<file path="config.mk">
export PLATFORM = sky130hd
export DESIGN_NAME = bcd2bin_seq
export DESIGN_NICKNAME = d
export VERILOG_FILES = /design/src/rtl/bcd2bin_seq.sv
export SDC_FILE = /design/constraint.sdc
export NUM_CORES = 1
export LEC_CHECK = 0
export ABC_AREA = 1
export CAP_MARGIN = 5
export CORE_ASPECT_RATIO = 1.4
export CORE_UTILIZATION = 35
export DETAILED_ROUTE_END_ITERATION = 10
export HOLD_SLACK_MARGIN = 0.1
export PLACE_DENSITY_LB_ADDON = 0.05
export SLEW_MARGIN = 20
export SYNTH_ARGS = -nofsm -noshare
export SYNTH_HDL_FRONTEND = slang
export SYNTH_SLANG_ARGS = --single-unit
</file>
<file path="constraint.sdc">
create_clock -name clk -period 2.15 [get_ports clk]
set_input_delay 0.43 -clock clk [delete_from_list [all_inputs] [get_ports clk]]
set_output_delay 0.43 -clock clk [all_outputs]
set_load 0.01 [all_outputs]
</file>
<file path="src/rtl/bcd2bin_seq.sv">
// bcd2bin_seq: sequential packed-BCD to binary converter, one digit per clock,
// with saturation on overflow and rejection of non-decimal digits.
module bcd2bin_seq #(
    parameter int W = 8,
    parameter int D = 3
) (
    input  logic           clk,
    input  logic           reset_n,
    input  logic           start,
    input  logic [4*D-1:0] bcd,
    output logic           ready,
    output logic           done,
    output logic [W-1:0]   bin,
    output logic           ovf,
    output logic           err
);
    localparam int CW = $clog2(D + 1);

    typedef enum logic [1:0] {IDLE, CONV, DONE} state_t;

    state_t         state, state_nx;
    logic [4*D-1:0] sr, acc, acc_nx;
    logic [CW-1:0]  cnt;
    logic           bad, last, big;

    always_comb begin
        bad = 1'b0;
        for (int i = 0; i < D; i++) bad = bad | (bcd[4*i +: 4] > 4'd9);
    end

    // acc*10 as shifts keeps the sum at the accumulator width
    assign acc_nx = (acc << 3) + (acc << 1) + {{(4*D-4){1'b0}}, sr[4*D-1 -: 4]};
    assign last   = cnt == CW'(D - 1);
    assign big    = (acc_nx >> W) != '0;

    always_ff @(posedge clk or negedge reset_n) begin
        if (!reset_n) state <= IDLE;
        else          state <= state_nx;
    end

    always_comb begin
        state_nx = state == IDLE ? (start ? (bad ? DONE : CONV) : IDLE) :
                   state == CONV ? (last ? DONE : CONV) : IDLE;
    end

    always_comb begin
        ready = state == IDLE;
    end

    always_ff @(posedge clk or negedge reset_n) begin
        if (!reset_n) begin
            sr   <= '0;
            acc  <= '0;
            cnt  <= '0;
            bin  <= '0;
            ovf  <= 1'b0;
            err  <= 1'b0;
            done <= 1'b0;
        end else begin
            done <= state_nx == DONE;
            if (state == IDLE && start) begin
                sr  <= bcd;
                acc <= '0;
                cnt <= '0;
                bin <= '0;
                ovf <= 1'b0;
                err <= bad;
            end else if (state == CONV) begin
                acc <= acc_nx;
                sr  <= sr << 4;
                cnt <= cnt + 1'b1;
                if (last) begin
                    ovf <= big;
                    bin <= big ? '1 : W'(acc_nx);
                end
            end
        end
    end
endmodule

</file>
Word-level counts from Yosys, hierarchy flattened
Index checks and enable logic that the tools add are counted.

Output and inout port bits: 12. Word-level logic and storage cells: 43. Flip-flop bits (word level): 38. Input port bits: 15.

Order comparisons: 3. Add/subtract/negate cells: 3. Eq/ne operators: 3. Mux-type cells: 18. Reductions and logical operators: 6. Bitwise operators: 2.

Operators with widths (number): 2-to-1 mux 8 bit (4); 2-to-1 mux 12 bit (2); 2-to-1 mux 11 bit (2); 2-to-1 mux 2 bit (7); adder 12 bit (1); adder 12 x 4 -> 12 bit (1); greater-than comparator 4 bit (second input constant) (3); nonzero test 12 bit (1); equality test 2 bit (second input constant) (2); nonzero test 2 bit (2); 2-to-1 mux 1 bit (3); adder 2 x 1 -> 2 bit (second input constant) (1); equality test 2 x 1 -> 1 bit (second input constant) (1); logical NOT 2 bit (1); bitwise OR 1 bit (2); AND reduction 2 bit (1); logical AND 1 bit (1).

Depth between registers and ports, before layout
Gate-level depths: netlist of the first run.

Depth in word-level cells: 7. Mapped depth: 15.

Least setup slack after synthesis of the first run
Ideal clock, no wire load.

Path kind: register -> register. From: register acc[0]. To: register bin[0]. Data arrival time: 2.116 ns. Slack: -0.085 ns. Cell stages (with the launch flop): 14. Cells stage by stage: dfrtp_1 -> inv_1 -> fa_1 -> fa_1 -> inv_1 -> nand3_1 -> nand2_1 -> nand2_1 -> nand3_1 -> nand2_1 -> nor2_1 -> nand3_1 -> nand2_4 -> nand2_1.

Cells in the longest elaborated chain, start to end: 7.

RTL lines: start, declared (line 22) `logic [4*D-1:0] sr, acc, acc_nx;`; start signal, assigned (line 69) `acc <= acc_nx;`; adder 12 bit (line 32) `assign acc_nx = (acc << 3) + (acc << 1) + {{(4*D-4){1'b0}}, sr[4*D-1 -: 4]};`; adder 12 x 4 -> 12 bit (line 32); nonzero test 12 bit (line 34) `assign big = (acc_nx >> W) != '0;`; 2-to-1 mux 8 bit (line 74) `bin <= big ? '1 : W'(acc_nx);`; 2-to-1 mux 8 bit (line 72) `if (last) begin`; 2-to-1 mux 8 bit (line 68) `end else if (state == CONV) begin`; 2-to-1 mux 8 bit (line 61) `if (state == IDLE && start) begin`; end signal, assigned (line 74); end, declared (line 13) `output logic [W-1:0] bin,`.

Every way passes these cells. The select of a mux whose other input is x is not followed. A chain may end at the register's enable or synchronous reset.

Final worst setup path of the first run
From: register acc[2]. To: register bin[5].

Cells in the longest elaborated chain, start to end: 7.

RTL lines (line): adder 12 bit * (32); adder 12 x 4 -> 12 bit * (32); nonzero test 12 bit (34); 2-to-1 mux 8 bit * (74); 2-to-1 mux 8 bit * (72); 2-to-1 mux 8 bit * (68); 2-to-1 mux 8 bit * (61).

Mark *: on every way between the ends. The rest lies on a longest branch, timed or not. The select of a mux whose other input is x is not followed.

==> reports/qor.txt, run 1 <==
drt via density: 4.79
ANT cells: 0
synthesized instance count: 272
clock latency on the worst-skew pair: 0.29 ns
first-pass GRT wire length: 8860 um
Hold WS: 0.484 ns
synth warn: 0
largest net degree at the start of global routing: 21
largest fanout on the critical path: 5
Post-layout nets: 368
CP Capture Type: flop
setup_tns: -0.830 ns
num rows: 33
Max IR drop VDD: 758 uV
Reg clk slew, reported paths: 0.08 ns
Final min period: 2.26 ns
RePlAce Congestion: 0.812
fin. max-slew vios: 0
Setup-failing EPs final: 9
Post-synth EDFFs: 0
Ports: 27
share of layout cells above drive strength 1: 25.8%
Seq cells post-synth: 38
initial antenna violation count: 0
Final Cycle Share: 105%
Worst Path Required: 2.33 ns
antenna viol nets, final: 0
post-route setup slack: -0.108 ns
FILL cells: 587
synth unique cells: 31
Die H: 96.0 um
Crit Path Class: reg2reg
Die X: 69.1 um
Tot GR Track Use: 17.8%
sequential fraction of the synthesis area: 43.1%
post-route clock skew: 0.00536 ns
DR WL/cell: 13.8 um
die area: 6630 um2
vias in the first global route: 1910
final hold vios: 0
pwr dens: 1440 nW/um2
status: finished, violations left
Hold WC Path Type: reg2reg
synthesized area: 2210 um2
CP startpoint kind: flop
syn nets: 308
IO Port Bufs: 26
DRC errors left: 0
Max Root-Sink Buffers: 2
Slew headroom: 68.7%
violated checks: negative setup slack
Synth Flop Type: dfrtp_1
DRT Pass-1 Iters: 4
Mean Syn Cell Area: 8.11 um2
cts bufs inserted: 5
Max Freq: 443 MHz
Least-Margin Pin Slew: 0.470 ns
final wirelength: 5550 um
hpwl dp: 4140 um
grt total ovfl: 0
Root Buffer: clkbuf_8
post-synthesis async set-or-reset flop share: 100%
maxcap violations: 0
Initial Util: 36.9%
Tot Pwr: 4.39 mW
CP Data Arrival Time: 2.44 ns
area of the core: 5990 um2
CTS tree: built
RSZ-0062 raised after global routing: true
H-tree Lvls: 2
vias: 1930
P&R area growth vs syn: 37.8%
1st-iter DRT viols: 47
Leakage: 1.61 nW
Clock Sinks: 38
[synthesized netlist by cell type, types with 2 or more instances]
| cell | count | area (um2) |
|---|---|---|
| o221ai_1 | 4 | 35.0 |
| fa_1 | 2 | 40.0 |
| o21ai_0 | 15 | 75.1 |
| xnor2_1 | 3 | 26.3 |
| nand3_1 | 12 | 60.1 |
| xor2_1 | 2 | 17.5 |
| dfrtp_1 | 38 | 951 |
| inv_1 | 45 | 169 |
| ha_1 | 19 | 238 |
| nor2_1 | 11 | 41.3 |
| buf_2 | 2 | 10.0 |
| nand2_1 | 89 | 334 |
| a21oi_1 | 4 | 20.0 |
| a22o_1 | 4 | 35.0 |
| o22ai_1 | 4 | 25.0 |
| nand2_2 | 2 | 12.5 |
| a22oi_1 | 2 | 15.0 |
[cell type report]
type	count	area, um2	share of cell area (%)
clock buffer	6	82.6	2.71
inverter	47	176	5.80
clock inverter	2	12.5	0.411
tap	70	87.6	2.88
sequential	38	951	31.3
timing repair buffer	57	514	16.9
multi-input combinational	183	1220	40.0
[power by group]
part / switching (mW) / internal (mW) / leakage, nW
sequential: 0.164 / 1.00 / 0.500
combinational: 1.42 / 1.28 / 1.07
clock: 0.269 / 0.258 / 0.0472
total: 1.85 / 2.54 / 1.61
[layer usage]
layer	vias up	GRT usage [%]	wire length [um]
met5	-	0	0
met4	0	6.12	80
met3	7	2.51	94
met2	23	35.3	3050
met1	920	19.1	2320
li1	980	-	-
[path summary, 6_finish.rpt]
| path | startpoint | to | slack, ns | cells after the start |
|---|---|---|---|---|
| min in group asynchronous | reset_n | acc[9] | 0.62 | 2 |
| hold reg to reg | sr[5] | sr[5] | 0.48 | 2 |
| max in group asynchronous | reset_n | bin[5] | 1.06 | 3 |
| hold / removal | sr[5] | sr[5] | 0.48 | 2 |
| setup / recovery | acc[2] | bin[5] | -0.11 | 13 |
| setup reg to reg | acc[2] | bin[5] | -0.11 | 13 |
[registers in the layout, summed over array words and instances, names as in the netlist]
register	cells
ovf	1
bin	8
acc	11
cnt	2
err	1
state	2
sr	12
done	1
[cells by family (layout without fill, tap and decap cells)]
family          after synthesis  in the layout  synth area share (%)
simple gates                120            121                  22.6
buf+inv                      52            112                  9.47
flops                        38             38                  43.1
compound gates               36             36                  10.3
fa+ha+maj                    21             21                  12.6
xor+xnor                      5              5                  1.98
[metrics by stage]
stage          setup slack, ns  utilization, %  area (um2)  instances
2_1_floorplan          0.00504               -        2210        272
3_3_place_gp            -0.160            45.8        2740        391
3_5_place_dp            -0.211            45.8        2740        391
4_1_cts                 -0.167            48.7        2910        404
5_1_grt                 -0.246            50.8        3040        403
6_report                -0.108            50.8        3040        403
[cells in the final DEF, fill, tap and decap left out, types with 7 or more instances in the layout]
cell type / count
clkdlybuf4s50_1: 25
inv_1: 40
nand2_1: 77
ha_1: 15
nand2_2: 13
buf_4: 26
nand3_2: 7
dfrtp_1: 38
nor2_1: 7
o21ai_0: 15
[worst max-delay path, cell delays in order (launching register included)]
cell     delay (ns)
dfrtp_1        0.39
inv_2          0.08
fa_2           0.46
fa_2           0.38
inv_2          0.06
nand3_2        0.06
nand2_2        0.09
nand2_2        0.07
nand3_2        0.06
nand2_2        0.08
nor2_4         0.11
nand3_4        0.12
nand2_4        0.12
nand2_1        0.06
[repair_timing]
action	4_1_cts	5_1_grt
setup buffers	3	0
gates resized for setup	7	38
gates cloned	1	0
endpoints found under the setup margin	11	13
pin swaps	12	19
hold buffers	1	0
endpoints found under the hold margin	18	0
Note: power is estimated with default switching activity, not from simulation.
==> run 2: changes to the inputs <==
- CORE_ASPECT_RATIO: 1.4 -> 0.9
==> run 2 against run 1 <==
  * Core utilization decreased by 0.69 points
  * Sequential cell count unchanged
  * Worst setup slack improved by 0.012 ns
  * The flow finishes with violations (design-rule violations, negative setup slack)
  * First-iteration DRC count down 19%
  * Register-to-register slack about the same
  * Power is 0.51% higher
  * Highest routed layer unchanged
==> reports/qor.txt, run 2 (same netlist as run 1, synthesis figures left out) <==
status: finished, violations left
violated checks: design-rule violations, negative setup slack
RePlAce Congestion: 0.777 (-4.3%)
largest net degree at the start of global routing: 39 (+86%)
register area: 951 um2 (unchanged)
final instance area: 3060 um2 (+0.74%)
# hold bufs at CTS: 0 (-1)
Worst setup startpoint: acc[1]
Crit path top cell by count: nand2_2
num rows: 27 (-18%)
Final min period: 2.25 ns (-0.0118 ns)
Hold WC Path Type: in2async
met2 WL post-DR: 2430 um (-20%)
P_int: 2.56 mW (+0.84%)
antenna viol nets, final: 0 (unchanged)
Least-Margin Pin Slew: 0.504 ns (+0.0338 ns)
post-route setup slack: -0.0960 ns (+0.0118 ns)
Leakage: 1.60 nW (-1.1%)
reg-to-reg critical path startpoint: acc[1]
max reg flops: 12 (unchanged)
final hold vios: 0 (unchanged)
Crit Path Class: reg2reg
CP Capture Type: flop
sequential power share: 26.4% (-0.2 points)
H-tree Lvls: 2 (unchanged)
Max Freq: 445 MHz (+0.52%)
cts bufs inserted: 5 (unchanged)
Setup-failing EPs final: 9 (unchanged)
Max IR drop VDD: 564 uV (-26%)
initial antenna violation count: 0 (unchanged)
Clock Sinks: 38 (unchanged)
top sig layer: met4
met1 WL: 2680 um (+15%)
clock latency on the worst-skew pair: 0.29 ns (about the same)
Sw Ratio: 42.0% (-0.19 points)
Biggest register: sr
area of the core: 6110 um2 (+2.1%)
ANT cells: 0 (unchanged)
dpl cells: 405 (+3.6%)
share of the core filled with cells: 50.1% (-0.69 points)
first-pass GRT wire length: 9020 um (+1.8%)
Clk pwr share: 12.2% (+0.2 points)
DRT Pass-1 Iters: 7 (+3)
1st-iter DRT viols: 38 (-19%)
Reg clk slew, reported paths: 0.08 ns (about the same)
Tot Pwr: 4.41 mW (+0.51%)
Ports: 27 (unchanged)
Tot GR Track Use: 17.8% (+0.020 points)
Max stage delay on crit path: 0.40 ns (-0.06 ns)
most common cell after layout, fill and taps aside: nand2_1
FILL cells: 594 (+1.2%)
worst-path cell chain: ha_1, ha_2, inv_2, fa_2, inv_2, nand3_2, nand2_2, nand2_2, nand3_2, nand2_2, nor2_4, nand3_4, nand2_4, nand2_1
final wirelength: 5350 um (-3.6%)
maxcap violations: 0 (unchanged)
switching pwr: 1.85 mW (about the same)
hpwl dp: 3750 um (-9.5%)
vias: 1908 (-1.1%)
Area after DPL: 2740 um2 (about the same)
Slew headroom: 66.4% (-2.3 points)
DR WL met3: 121 um (+29%)
Die H: 77.3 um (-19%)
IO Port Bufs: 26 (unchanged)
Critical R2R Capture: bin[6]
Initial Util: 36.1% (-0.77 points)
fin. max-slew vios: 0 (unchanged)
CTS tree: built
Max Root-Sink Buffers: 2 (unchanged)
RSZ-0062 raised after global routing: true
share of layout cells above drive strength 1: 27.0% (+1.1 points)
grt total ovfl: 0 (unchanged)
pwr dens: 1440 nW/um2 (-0.23%)
Final Cycle Share: 104% (-0.55 points)
CP Data Arrival Time: 2.44 ns (about the same)
largest fanout on the critical path: 5 (unchanged)
setup_tns: -0.766 ns (+0.0634 ns)
worst reg2reg path depth: 14 (+1)
CP startpoint kind: flop
post-route clock skew: 0.00528 ns (-0.0000798 ns)
Cell Count, Final, Fillers Out: 417 (+3.5%)
biggest regs: sr x12, acc x11, bin x8
drt via density: 4.58 (-4.5%)
most frequent cells in the layout: nand2_1, inv_1, dfrtp_1, clkdlybuf4s50_1, buf_4
Logic pwr share: 61.3% (about the same)
Post-layout nets: 365 (-0.82%)
P&R area growth vs syn: 38.8%
Root Buffer: clkbuf_8
multi-input logic area: 1250 um2 (+2.5%)
die area: 6630 um2 (about the same)
Worst path slowest cell: dfrtp_1
Worst Path Required: 2.34 ns (about the same)
vias in the first global route: 1898 (-0.63%)
r2r setup slk: -0.1 ns (about the same)
Die X: 85.7 um (+24%)
DR WL/cell: 12.8 um (-6.8%)
DRC errors left: 2 (+2)
-- run 2: cell type report --
class                   instances  area share, %
inverters                      47           5.76
repair buffers                 54           15.8
flip-flops and latches         38           31.0
clock inverters                 2          0.408
well taps                      87           3.55
multi-input cells             183           40.7
clock buffers                   6           2.69
-- run 2: critical path, delay by kind of cell (launching register included) --
kind	cells	cell delay, ns
fa+ha+maj	3	0.85
simple gates	9	0.78
flops	1	0.40
buf+inv	2	0.10
-- run 2: through the flow --
stage | setup WS [ns] | hold slack, ns
after floorplan | 0.00504 | 0.134
after global placement | -0.170 | 0.466
after detailed placement | -0.190 | 0.465
after CTS | -0.148 | 0.202
after global routing | -0.218 | 0.225
final | -0.0960 | 0.179
-- run 2: per-layer routing --
| metal | global-route usage, % | up-vias |
|---|---|---|
| li1 | - | 980 |
| met3 | 2.87 | 11 |
| met4 | 7.00 | 0 |
| met1 | 23.8 | 894 |
| met5 | 0 | - |
| met2 | 28.8 | 23 |
-- run 2: how the worst max path moves through the flow --
stage	slack (ns)	cells past startpoint	to
2_1_floorplan	0.005	14	bin[0]
3_3_place_gp	-0.17	14	bin[0]
3_5_place_dp	-0.19	14	bin[2]
4_1_cts	-0.15	13	bin[0]
5_1_grt	-0.22	12	bin[0]
6_report	-0.1	14	bin[6]
-- run 2: power by group through the flow --
stage | combinational (mW) | clock [mW] | sequential [mW]
after floorplan | 1.25 | 0 | 1.18
after global placement | 2.21 | 0 | 1.18
after detailed placement | 2.21 | 0 | 1.18
after CTS | 2.41 | 0.559 | 1.17
after global routing | 3.01 | 0.584 | 1.20
final | 2.71 | 0.539 | 1.17
-- run 2: timing repair --
| action | CTS | global route |
|---|---|---|
| setup endpoints to repair | 11 | 14 |
| pin swaps | 10 | 18 |
| resized for setup | 15 | 36 |
| buffers inserted | 3 | 1 |
| gates cloned | 1 | 0 |
